`config.mk`:
```
export PLATFORM = sky130hd
export DESIGN_NAME = muldiv_ctrl_flat
export DESIGN_NICKNAME = d
export VERILOG_FILES = /design/src/rtl/muldiv_pkg.sv /design/src/rtl/muldiv_ctrl_if.sv /design/src/rtl/muldiv_ctrl_div_step.sv /design/src/rtl/muldiv_ctrl.sv /design/src/flat_wrapper.sv
export SDC_FILE = /design/constraint.sdc
export NUM_CORES = 2
export LEC_CHECK = 0
export BUFFER_PORTS_ARGS = -buffer_cell sky130_fd_sc_hd__buf_2
export CORE_AREA = 4 4 470 565
export CTS_BUF_LIST = sky130_fd_sc_hd__clkbuf_8
export CTS_CLUSTER_DIAMETER = 60
export DETAILED_ROUTE_END_ITERATION = 7
export DIE_AREA = 0 0 474 569
export GPL_TIMING_DRIVEN = 0
export REMOVE_ABC_BUFFERS = 1
export SYNTH_ARGS = -nofsm -noshare
export SYNTH_HDL_FRONTEND = slang
export SYNTH_SLANG_ARGS = --single-unit
```
`constraint.sdc`:
```
create_clock -name clk -period 18.55 [get_ports clk]
set_clock_uncertainty 0.15 [all_clocks]
set_input_delay 3.71 -clock clk [delete_from_list [all_inputs] [get_ports clk]]
set_output_delay 3.71 -clock clk [all_outputs]
set_load 0.02 [all_outputs]
```
`src/rtl/muldiv_pkg.sv`:
```
// muldiv_pkg: shared types and constants for the HI/LO multiply/divide controller.
//   state_t         controller FSM states
//   SEL_*           HI_sel / LO_sel encodings
//   OP_EN / OP_SGN  bit positions inside the multiply / divide request fields
package muldiv_pkg;

  typedef enum logic [1:0] {
    IDLE    = 2'd0,
    MUL     = 2'd1,
    DIV_RUN = 2'd2,
    DIV_FIX = 2'd3
  } state_t;

  localparam logic [1:0] SEL_RS   = 2'b00;  // mthi / mtlo from rs_data
  localparam logic [1:0] SEL_MUL  = 2'b01;
  localparam logic [1:0] SEL_DIV  = 2'b10;
  localparam logic [1:0] SEL_NONE = 2'b11;

  localparam int OP_EN  = 1;
  localparam int OP_SGN = 0;

endpackage

```
`src/rtl/muldiv_ctrl_if.sv`:
```
// muldiv_ctrl_if: decode-side request bundle and HI/LO result bundle.
//   master: decode/pipeline side (drives requests, reads hi/lo/stall)
//   slave : muldiv_ctrl side
interface muldiv_ctrl_if #(
  parameter int DATA_W = 32
);
  logic [1:0]        multiply;
  logic [1:0]        divide;
  logic [1:0]        HI_sel;
  logic [1:0]        LO_sel;
  logic              mf_req;
  logic              flush;
  logic [DATA_W-1:0] rs_data;
  logic [DATA_W-1:0] rt_data;
  logic [DATA_W-1:0] hi;
  logic [DATA_W-1:0] lo;
  logic              stall;
  logic              busy;
  logic              div_by_zero;

  modport master (
    output multiply, divide, HI_sel, LO_sel, mf_req, flush, rs_data, rt_data,
    input  hi, lo, stall, busy, div_by_zero
  );

  modport slave (
    input  multiply, divide, HI_sel, LO_sel, mf_req, flush, rs_data, rt_data,
    output hi, lo, stall, busy, div_by_zero
  );
endinterface

```
`src/rtl/muldiv_ctrl_div_step.sv`:
```
// div_step: one combinational restoring shift-subtract division step.
//   rem_in   partial remainder from the previous step (always < divisor)
//   bit_in   next dividend bit shifted in (MSB first)
//   divisor  divisor magnitude
//   rem_out  new partial remainder
//   q_bit    quotient bit produced by this step
module div_step #(
  parameter int DATA_W = 32
) (
  input  logic [DATA_W-1:0] rem_in,
  input  logic              bit_in,
  input  logic [DATA_W-1:0] divisor,
  output logic [DATA_W-1:0] rem_out,
  output logic              q_bit
);
  logic [DATA_W:0]   partial;
  logic [DATA_W+1:0] diff;
  logic              unused_diff_msb;

  assign partial = {rem_in, bit_in};
  // Extra top bit acts as the borrow: set means partial < divisor.
  assign diff    = {1'b0, partial} - {2'b00, divisor};
  assign q_bit   = ~diff[DATA_W+1];
  // partial < 2*divisor, so a successful subtract always fits in DATA_W bits
  // and a failed one leaves partial's top bit clear.
  assign rem_out = q_bit ? diff[DATA_W-1:0] : partial[DATA_W-1:0];
  assign unused_diff_msb = diff[DATA_W];
endmodule

```
`src/rtl/muldiv_ctrl.sv`:
```
// muldiv_ctrl: HI/LO register controller with single-cycle multiply and an
// iterative restoring divider.
//   clk, rst  rising-edge clock, asynchronous active-high reset
//   bus       muldiv_ctrl_if.slave: multiply/divide requests, HI/LO selects,
//             mf_req, flush, operands in; hi, lo, stall, busy, div_by_zero out
module muldiv_ctrl #(
  parameter int DATA_W    = 32,
  parameter int DIV_STEPS = 32
) (
  input  logic          clk,
  input  logic          rst,
  muldiv_ctrl_if.slave  bus
);
  import muldiv_pkg::*;

  localparam int CW = (DIV_STEPS > 1) ? $clog2(DIV_STEPS) : 1;
  localparam logic [CW-1:0] LAST_STEP = CW'(DIV_STEPS - 1);

  state_t            state;
  logic [DATA_W-1:0] hi_q, lo_q;
  // a_q: multiplicand, or dividend shifting out MSB-first while quotient
  // bits shift in at the bottom. b_q: multiplier, or divisor magnitude.
  logic [DATA_W-1:0] a_q, b_q, rem_q;
  logic [CW-1:0]     cnt_q;
  logic              mul_sgn_q, neg_quo_q, neg_rem_q;

  logic mul_req, div_req, mul_sgn, div_sgn, accept_ok;
  logic [DATA_W-1:0] rs_mag, rt_mag, step_rem, quo_fix, rem_fix;
  logic              step_q;
  logic [2*DATA_W-1:0] mul_a, mul_b, prod;

  assign mul_req   = bus.multiply[OP_EN];
  assign mul_sgn   = bus.multiply[OP_SGN];
  assign div_req   = bus.divide[OP_EN];
  assign div_sgn   = bus.divide[OP_SGN];
  assign accept_ok = (state == IDLE) && !bus.flush;

  assign rs_mag = (div_sgn && bus.rs_data[DATA_W-1]) ? -bus.rs_data : bus.rs_data;
  assign rt_mag = (div_sgn && bus.rt_data[DATA_W-1]) ? -bus.rt_data : bus.rt_data;

  // Extend to full width so one truncated multiply serves both signednesses.
  assign mul_a = mul_sgn_q ? {{DATA_W{a_q[DATA_W-1]}}, a_q} : {{DATA_W{1'b0}}, a_q};
  assign mul_b = mul_sgn_q ? {{DATA_W{b_q[DATA_W-1]}}, b_q} : {{DATA_W{1'b0}}, b_q};
  assign prod  = mul_a * mul_b;

  div_step #(.DATA_W(DATA_W)) u_div_step (
    .rem_in  (rem_q),
    .bit_in  (a_q[DATA_W-1]),
    .divisor (b_q),
    .rem_out (step_rem),
    .q_bit   (step_q)
  );

  assign quo_fix = neg_quo_q ? -a_q : a_q;
  assign rem_fix = neg_rem_q ? -rem_q : rem_q;

  assign bus.hi    = hi_q;
  assign bus.lo    = lo_q;
  assign bus.busy  = (state != IDLE);
  assign bus.stall = bus.busy && (mul_req || div_req || bus.HI_sel == SEL_RS ||
                                  bus.LO_sel == SEL_RS || bus.mf_req);
  // Flagged in the cycle the request is presented; the divide is not started.
  assign bus.div_by_zero = !rst && accept_ok && !mul_req && div_req &&
                           (bus.rt_data == '0);

  always_ff @(posedge clk or posedge rst) begin
    if (rst) begin
      state     <= IDLE;
      hi_q      <= '0;
      lo_q      <= '0;
      a_q       <= '0;
      b_q       <= '0;
      rem_q     <= '0;
      cnt_q     <= '0;
      mul_sgn_q <= 1'b0;
      neg_quo_q <= 1'b0;
      neg_rem_q <= 1'b0;
    end else begin
      case (state)
        IDLE: begin
          if (accept_ok) begin
            if (mul_req) begin
              a_q       <= bus.rs_data;
              b_q       <= bus.rt_data;
              mul_sgn_q <= mul_sgn;
              state     <= MUL;
            end else if (div_req) begin
              if (bus.rt_data != '0) begin
                a_q       <= rs_mag;
                b_q       <= rt_mag;
                rem_q     <= '0;
                cnt_q     <= '0;
                neg_quo_q <= div_sgn && (bus.rs_data[DATA_W-1] ^ bus.rt_data[DATA_W-1]);
                neg_rem_q <= div_sgn && bus.rs_data[DATA_W-1];
                state     <= DIV_RUN;
              end
            end else begin
              if (bus.HI_sel == SEL_RS) hi_q <= bus.rs_data;
              if (bus.LO_sel == SEL_RS) lo_q <= bus.rs_data;
            end
          end
        end
        MUL: begin
          if (!bus.flush) {hi_q, lo_q} <= prod;
          state <= IDLE;
        end
        DIV_RUN: begin
          if (bus.flush) begin
            state <= IDLE;
          end else begin
            rem_q <= step_rem;
            a_q   <= {a_q[DATA_W-2:0], step_q};
            cnt_q <= cnt_q + 1'b1;
            if (cnt_q == LAST_STEP) state <= DIV_FIX;
          end
        end
        DIV_FIX: begin
          if (!bus.flush) begin
            lo_q <= quo_fix;
            hi_q <= rem_fix;
          end
          state <= IDLE;
        end
        default: state <= IDLE;
      endcase
    end
  end
endmodule

```
`src/flat_wrapper.sv`:
```
// flat-port wrapper written by rule: the top's interface ports become plain ports
module muldiv_ctrl_flat import muldiv_pkg::*;
#(
  parameter int DATA_W    = 32,
  parameter int DIV_STEPS = 32
)
  (clk, rst, bus_multiply, bus_divide, bus_HI_sel, bus_LO_sel, bus_mf_req, bus_flush, bus_rs_data, bus_rt_data, bus_hi, bus_lo, bus_stall, bus_busy, bus_div_by_zero);
  muldiv_ctrl_if #(.DATA_W(DATA_W)) bus_i ();
  input  logic clk;
  input  logic rst;
  input wire logic [$bits(bus_i.multiply)-1:0] bus_multiply;
  input wire logic [$bits(bus_i.divide)-1:0] bus_divide;
  input wire logic [$bits(bus_i.HI_sel)-1:0] bus_HI_sel;
  input wire logic [$bits(bus_i.LO_sel)-1:0] bus_LO_sel;
  input wire logic [$bits(bus_i.mf_req)-1:0] bus_mf_req;
  input wire logic [$bits(bus_i.flush)-1:0] bus_flush;
  input wire logic [$bits(bus_i.rs_data)-1:0] bus_rs_data;
  input wire logic [$bits(bus_i.rt_data)-1:0] bus_rt_data;
  output wire logic [$bits(bus_i.hi)-1:0] bus_hi;
  output wire logic [$bits(bus_i.lo)-1:0] bus_lo;
  output wire logic [$bits(bus_i.stall)-1:0] bus_stall;
  output wire logic [$bits(bus_i.busy)-1:0] bus_busy;
  output wire logic [$bits(bus_i.div_by_zero)-1:0] bus_div_by_zero;
  assign bus_i.multiply = bus_multiply;
  assign bus_i.divide = bus_divide;
  assign bus_i.HI_sel = bus_HI_sel;
  assign bus_i.LO_sel = bus_LO_sel;
  assign bus_i.mf_req = bus_mf_req;
  assign bus_i.flush = bus_flush;
  assign bus_i.rs_data = bus_rs_data;
  assign bus_i.rt_data = bus_rt_data;
  assign bus_hi = bus_i.hi;
  assign bus_lo = bus_i.lo;
  assign bus_stall = bus_i.stall;
  assign bus_busy = bus_i.busy;
  assign bus_div_by_zero = bus_i.div_by_zero;
  muldiv_ctrl #(.DATA_W(DATA_W), .DIV_STEPS(DIV_STEPS)) u_core (.clk(clk), .rst(rst), .bus(bus_i));
endmodule
```
# == Yosys cells after proc, flatten, opt, wreduce, memory -nomap -nowiden ==
# Cells that the tools add are included.
# classes
div,0
reduce_logical,35
bitwise_logic,3
n_mux,49
shifts,0
eq_ne,17
n_mul,1
magnitude_cmp,0
add_sub_neg,6
# ops
cell,count
two-way mux 32 bit,30
case mux 32 bit (3 select lines),2
two-way mux 64 bit,2
negator 32 bit,4
case mux 32 bit (2 select lines),2
multiplier 64 x 64 -> 64 bit,1
subtractor 33 x 32 -> 34 bit,1
logical NOT 32 bit,1
nonzero test 32 bit,1
two-way mux 5 bit,5
"!= test 2 bit, second input constant",9
AND reduction 7 bit,2
two-way mux 2 bit,6
case mux 5 bit (2 select lines),1
AND reduction 5 bit,2
logical AND 1 bit,9
AND reduction 4 bit,2
nonzero test 2 bit,4
logical NOT 2 bit,3
"!= test 3 bit, second input constant",2
case mux 2 bit (3 select lines),1
AND reduction 6 bit,1
"adder 5 x 1 -> 5 bit, second input constant",1
"equality test 5 bit, second input constant",1
other kinds (11),18
# word_totals
input_bits,76
romBits,0
regBits,170
n_memories,0
ramBits,0
latch_bits,0

# == Longest topological paths before layout ==
# logic_depth
ltp_word,7
mapped_depth,36
depth_no_buf,33

# == By module ==
# From an unflattened synthesis, not the netlist that was laid out.
# unflattened
hier_cells,6731
area_unflattened_um2,60392.9
# modules_own_cells
module,instances,cells_per_inst,area_each_um2,seq_area_each_um2
muldiv_ctrl,1,6358,57963.1,4254.1
div_step,1,373,2429.8,0.0

# == Least setup slack after synthesis ==
# No wires, ideal clock.
# synth_timing
kind,input to output
from,input port rst
to,output port bus_div_by_zero
required_ns,14.690
cell_stages,3
path_slack_ns,6.796
path_buffers,0
arrival_ns,7.894
path_cell_list,inv_1 > nand3_1 > nor2_1
# synth_via
elab_chain_cells,5
# synth_rtl
element,line_no,source
from (decl),flat_wrapper.sv:10,input logic rst;
logical NOT 1 bit,muldiv_ctrl.sv:63,assign bus.div_by_zero = !rst && accept_ok && !mul_req && div_req &&
logical AND 1 bit (4 in series),muldiv_ctrl.sv:63,
to (decl),flat_wrapper.sv:23,output wire logic [$bits(bus_i.div_by_zero)-1:0] bus_div_by_zero;
# No other way between the ends.

# == Worst setup path in the final report ==
# layout_timing
from,register u_core.mul_sgn_q
to,"register u_core.hi_q[17], in the netlist u_core.bus.hi[17]"
# layout_via
elab_chain_cells,4
word_cells_on_any_way,5
classes_between,1 x mul; 4 x mux
# layout_rtl
element,line_no,source
from (decl),muldiv_ctrl.sv:25,"logic mul_sgn_q, neg_quo_q, neg_rem_q;"
from (signal assigned),muldiv_ctrl.sv:85,mul_sgn_q <= mul_sgn;
"two-way mux 64 bit, on equally long branches","muldiv_ctrl.sv:42, muldiv_ctrl.sv:43",
multiplier 64 x 64 -> 64 bit (*),muldiv_ctrl.sv:44,assign prod = mul_a * mul_b;
two-way mux 32 bit (*),muldiv_ctrl.sv:104,"if (!bus.flush) {hi_q, lo_q} <= prod;"
case mux 32 bit (3 select lines) (*),muldiv_ctrl.sv:79,case (state)
to (signal assigned),muldiv_ctrl.sv:98,if (bus.HI_sel == SEL_RS) hi_q <= bus.rs_data;
to (signal assigned),muldiv_ctrl.sv:104,
to (signal assigned),muldiv_ctrl.sv:120,hi_q <= rem_fix;
to (decl),muldiv_ctrl.sv:20,"logic [DATA_W-1:0] hi_q, lo_q;"
# Every way passes the cells marked *; elsewhere a longest branch is shown, timed or not. The select of a mux whose other input is x is not followed.
# A chain may end at the register's enable or synchronous reset.

==> results.yml <==
status:
  status: "completed"
grt:
  grt_pass1_wl_um: 305000
  groute.usage.overall: 0.150
  grt_antenna_before_repair: 45
  grt_max_degree: 96
  overflow: 0
  grt_pass1_vias: 48000
routing:
  avgRoutedWirePerCell_um: 20.1
  drc_errors: 0
  vias: 45300
  firstDrtPassIters: 5
  wl_um: 200000
  drt_iter0_markers: 3662
  avgViaCountPerCell: 4.56
  ant_nets: 0
cts:
  cts_root_buf: "clkbuf_8"
  cts_setup_buffers: 0
  path_clk_slew_ps: 130
  cts_resized: 0
  cts_tree: "built"
  clock_path_buffers: 2
  clk_latency_ps: 530
  holdBufCountCts: 0
  cts_inserted_buffers: 17
  htreeDepth: 4
  clock_sinks: 170
logic_synthesis:
  netlist_instances: 6593
  ys.warnings.count: 0
  syn_area_mm2: 0.0596
  seq_area_frac_synth: 0.0714
  avgSynthCellArea_um2: 9.04
  synth_seq_cells: 170
  synth_cell_types: 80
  synth_top_flop_cell: "dfrtp_1"
  async_flop_share: 1.00
  synth_edf_count: 0
cells_and_area:
  fillers: 28200
  drive_gt1_frac: 0.0500
  nNetsFinal: 8315
  layout_common_cells: "inv_1, fa_1, nand2_1"
  final_common_cell: "inv_1"
  syn_to_final_growth_pct: 9.06
worst_hold_path:
  hold_class: "reg -> reg"
  holdPathStages: 1
worst_setup_path:
  crit_path_end_kind: "flop"
  cp_common_cell: "fa_1"
  max_stage_delay_ps: 1270
  worstSetupPathType: "reg -> reg"
  ff2ff_path_depth: 27
  critical_path_depth: 27
  arrival_ps: 12760
  cp-start-kind: "flop"
  crit_fanout: 24
  path_buf_inv: 5
  crit_path_top_delay_cell: "dfrtp_1"
  cp_data_required_time_ps: 18770
  crit_family: "adder cells"
timing:
  fin_crit_sh: 0.676
  fmax_mhz: 79.8
  rsz0062_at_grt: "no"
  drv_slew: 0
  hold_viol: 0
  setup_viol: 0
  tightest_slew_ps: 1430
  tns_ps: 0
  period_minus_slack_ps: 12530
  slew-limit-headroom: 0.0458
place:
  port_buffers: 142
  hpwl_um: 163000
  gp_congestion: 0.948
floorplan:
  die_h_um: 569
  num_io_pins: 143
  start_util: 0.230
  die-area_mm2: 0.270
  row_count: 205
  die_x_um: 474
  core-area_mm2: 0.260
job:
  drv_cap: 0
-- layer usage --
metal | track usage | vias to the layer above | wire length, µm
met5 | 0 | - | 48
met4 | 0.0880 | 8 | 14300
met3 | 0.0312 | 501 | 15700
met2 | 0.244 | 1728 | 93800
met1 | 0.183 | 23700 | 75800
li1 | - | 19400 | -
-- final timing paths --
path / slack (ps) / from / end
worst max-delay path: 6020 / u_core.mul_sgn_q / u_core.bus.hi[17]
worst min-delay path: 340 / u_core.bus.hi[4] / u_core.bus.hi[4]
worst max register to register: 6020 / u_core.mul_sgn_q / u_core.bus.hi[17]
worst min register to register: 340 / u_core.bus.hi[4] / u_core.bus.hi[4]
max in group asynchronous: 14180 / rst / u_core.a_q[25]
min in group asynchronous: 3070 / rst / u_core.bus.hi[14]
-- worst reg2reg max path: cells and delay by family, from the launching register on --
kind	cells	cell delay (ps)
adder cells (fa/ha/maj)	11	6160
AO/OA/AOI/OAI	8	2420
buffers and inverters	5	650
flip-flops	1	1270
XOR/XNOR	1	110
AND/OR/NAND/NOR	2	1650
-- cells in the mapped netlist, types with 17 or more instances --
cell	n	area (µm²)
a31oi_1	19	119
buf_1	30	113
a21o_1	59	443
nor2b_1	30	188
or3_1	29	181
o41ai_1	18	158
nand2b_1	18	113
clkbuf_1	293	1100
nor2_1	214	803
fa_1	1420	28400
a211oi_1	17	128
o21ai_0	249	1250
a21oi_1	205	1030
nand3_1	33	165
nand2_1	750	2820
xnor2_1	163	1430
xor2_1	81	709
dfrtp_1	170	4250
ha_1	347	4340
inv_1	1586	5950
nor3_1	29	145
o21a_1	17	128
o31ai_1	34	255
and2_1	532	3330
and3_1	31	194
o211ai_1	19	143
-- per-stage QoR --
step,util,hold WS (ps),setup slack [ps],cell area (µm²),std cells
after detailed placement,0.248,311,6390,64500,9868
after global placement,0.244,308,4800,63300,9819
after CTS,0.250,341,6350,64900,9900
after floorplan,-,295,6800,58300,6262
final,0.250,339,6020,65000,9943
after global routing,0.250,353,5550,65000,9940
-- logic make-up (layout without fill, tap and decap cells) --
group	count (synthesis)	count (layout)	share of synthesized area
adders and majority gates	1770	1770	0.550
DFF	170	170	0.0714
other	0	43	0
and+or+nand+nor	1728	1728	0.141
buffers and inverters	1918	1810	0.122
xor gates and xnor gates	244	244	0.0359
muxes	16	16	0.00273
AOI/OAI and AO/OA	747	747	0.0773
-- flip-flops by register name, summed over array words and instances, names as in the netlist --
register and count:
u_core.a_q 32, u_core.state 2, u_core.bus.hi 32, u_core.neg_rem_q 1
u_core.neg_quo_q 1, u_core.rem_q 32, u_core.b_q 32, u_core.bus.lo 32
u_core.cnt_q 5, u_core.mul_sgn_q 1
-- area by class of cell --
type | count | area [µm²] | area share
diodes | 43 | 108 | 0.00166
flip-flops and latches | 170 | 4330 | 0.0666
clock inverters | 15 | 186 | 0.00287
repair buffers | 191 | 1740 | 0.0267
inverters | 1587 | 5960 | 0.0918
multi-input cells | 4505 | 48200 | 0.741
clock buffers | 17 | 234 | 0.00360
well taps | 3415 | 4270 | 0.0657
Power is not shown: default switching activity piles up to over one toggle a cycle in this logic, so the estimate is an artifact.
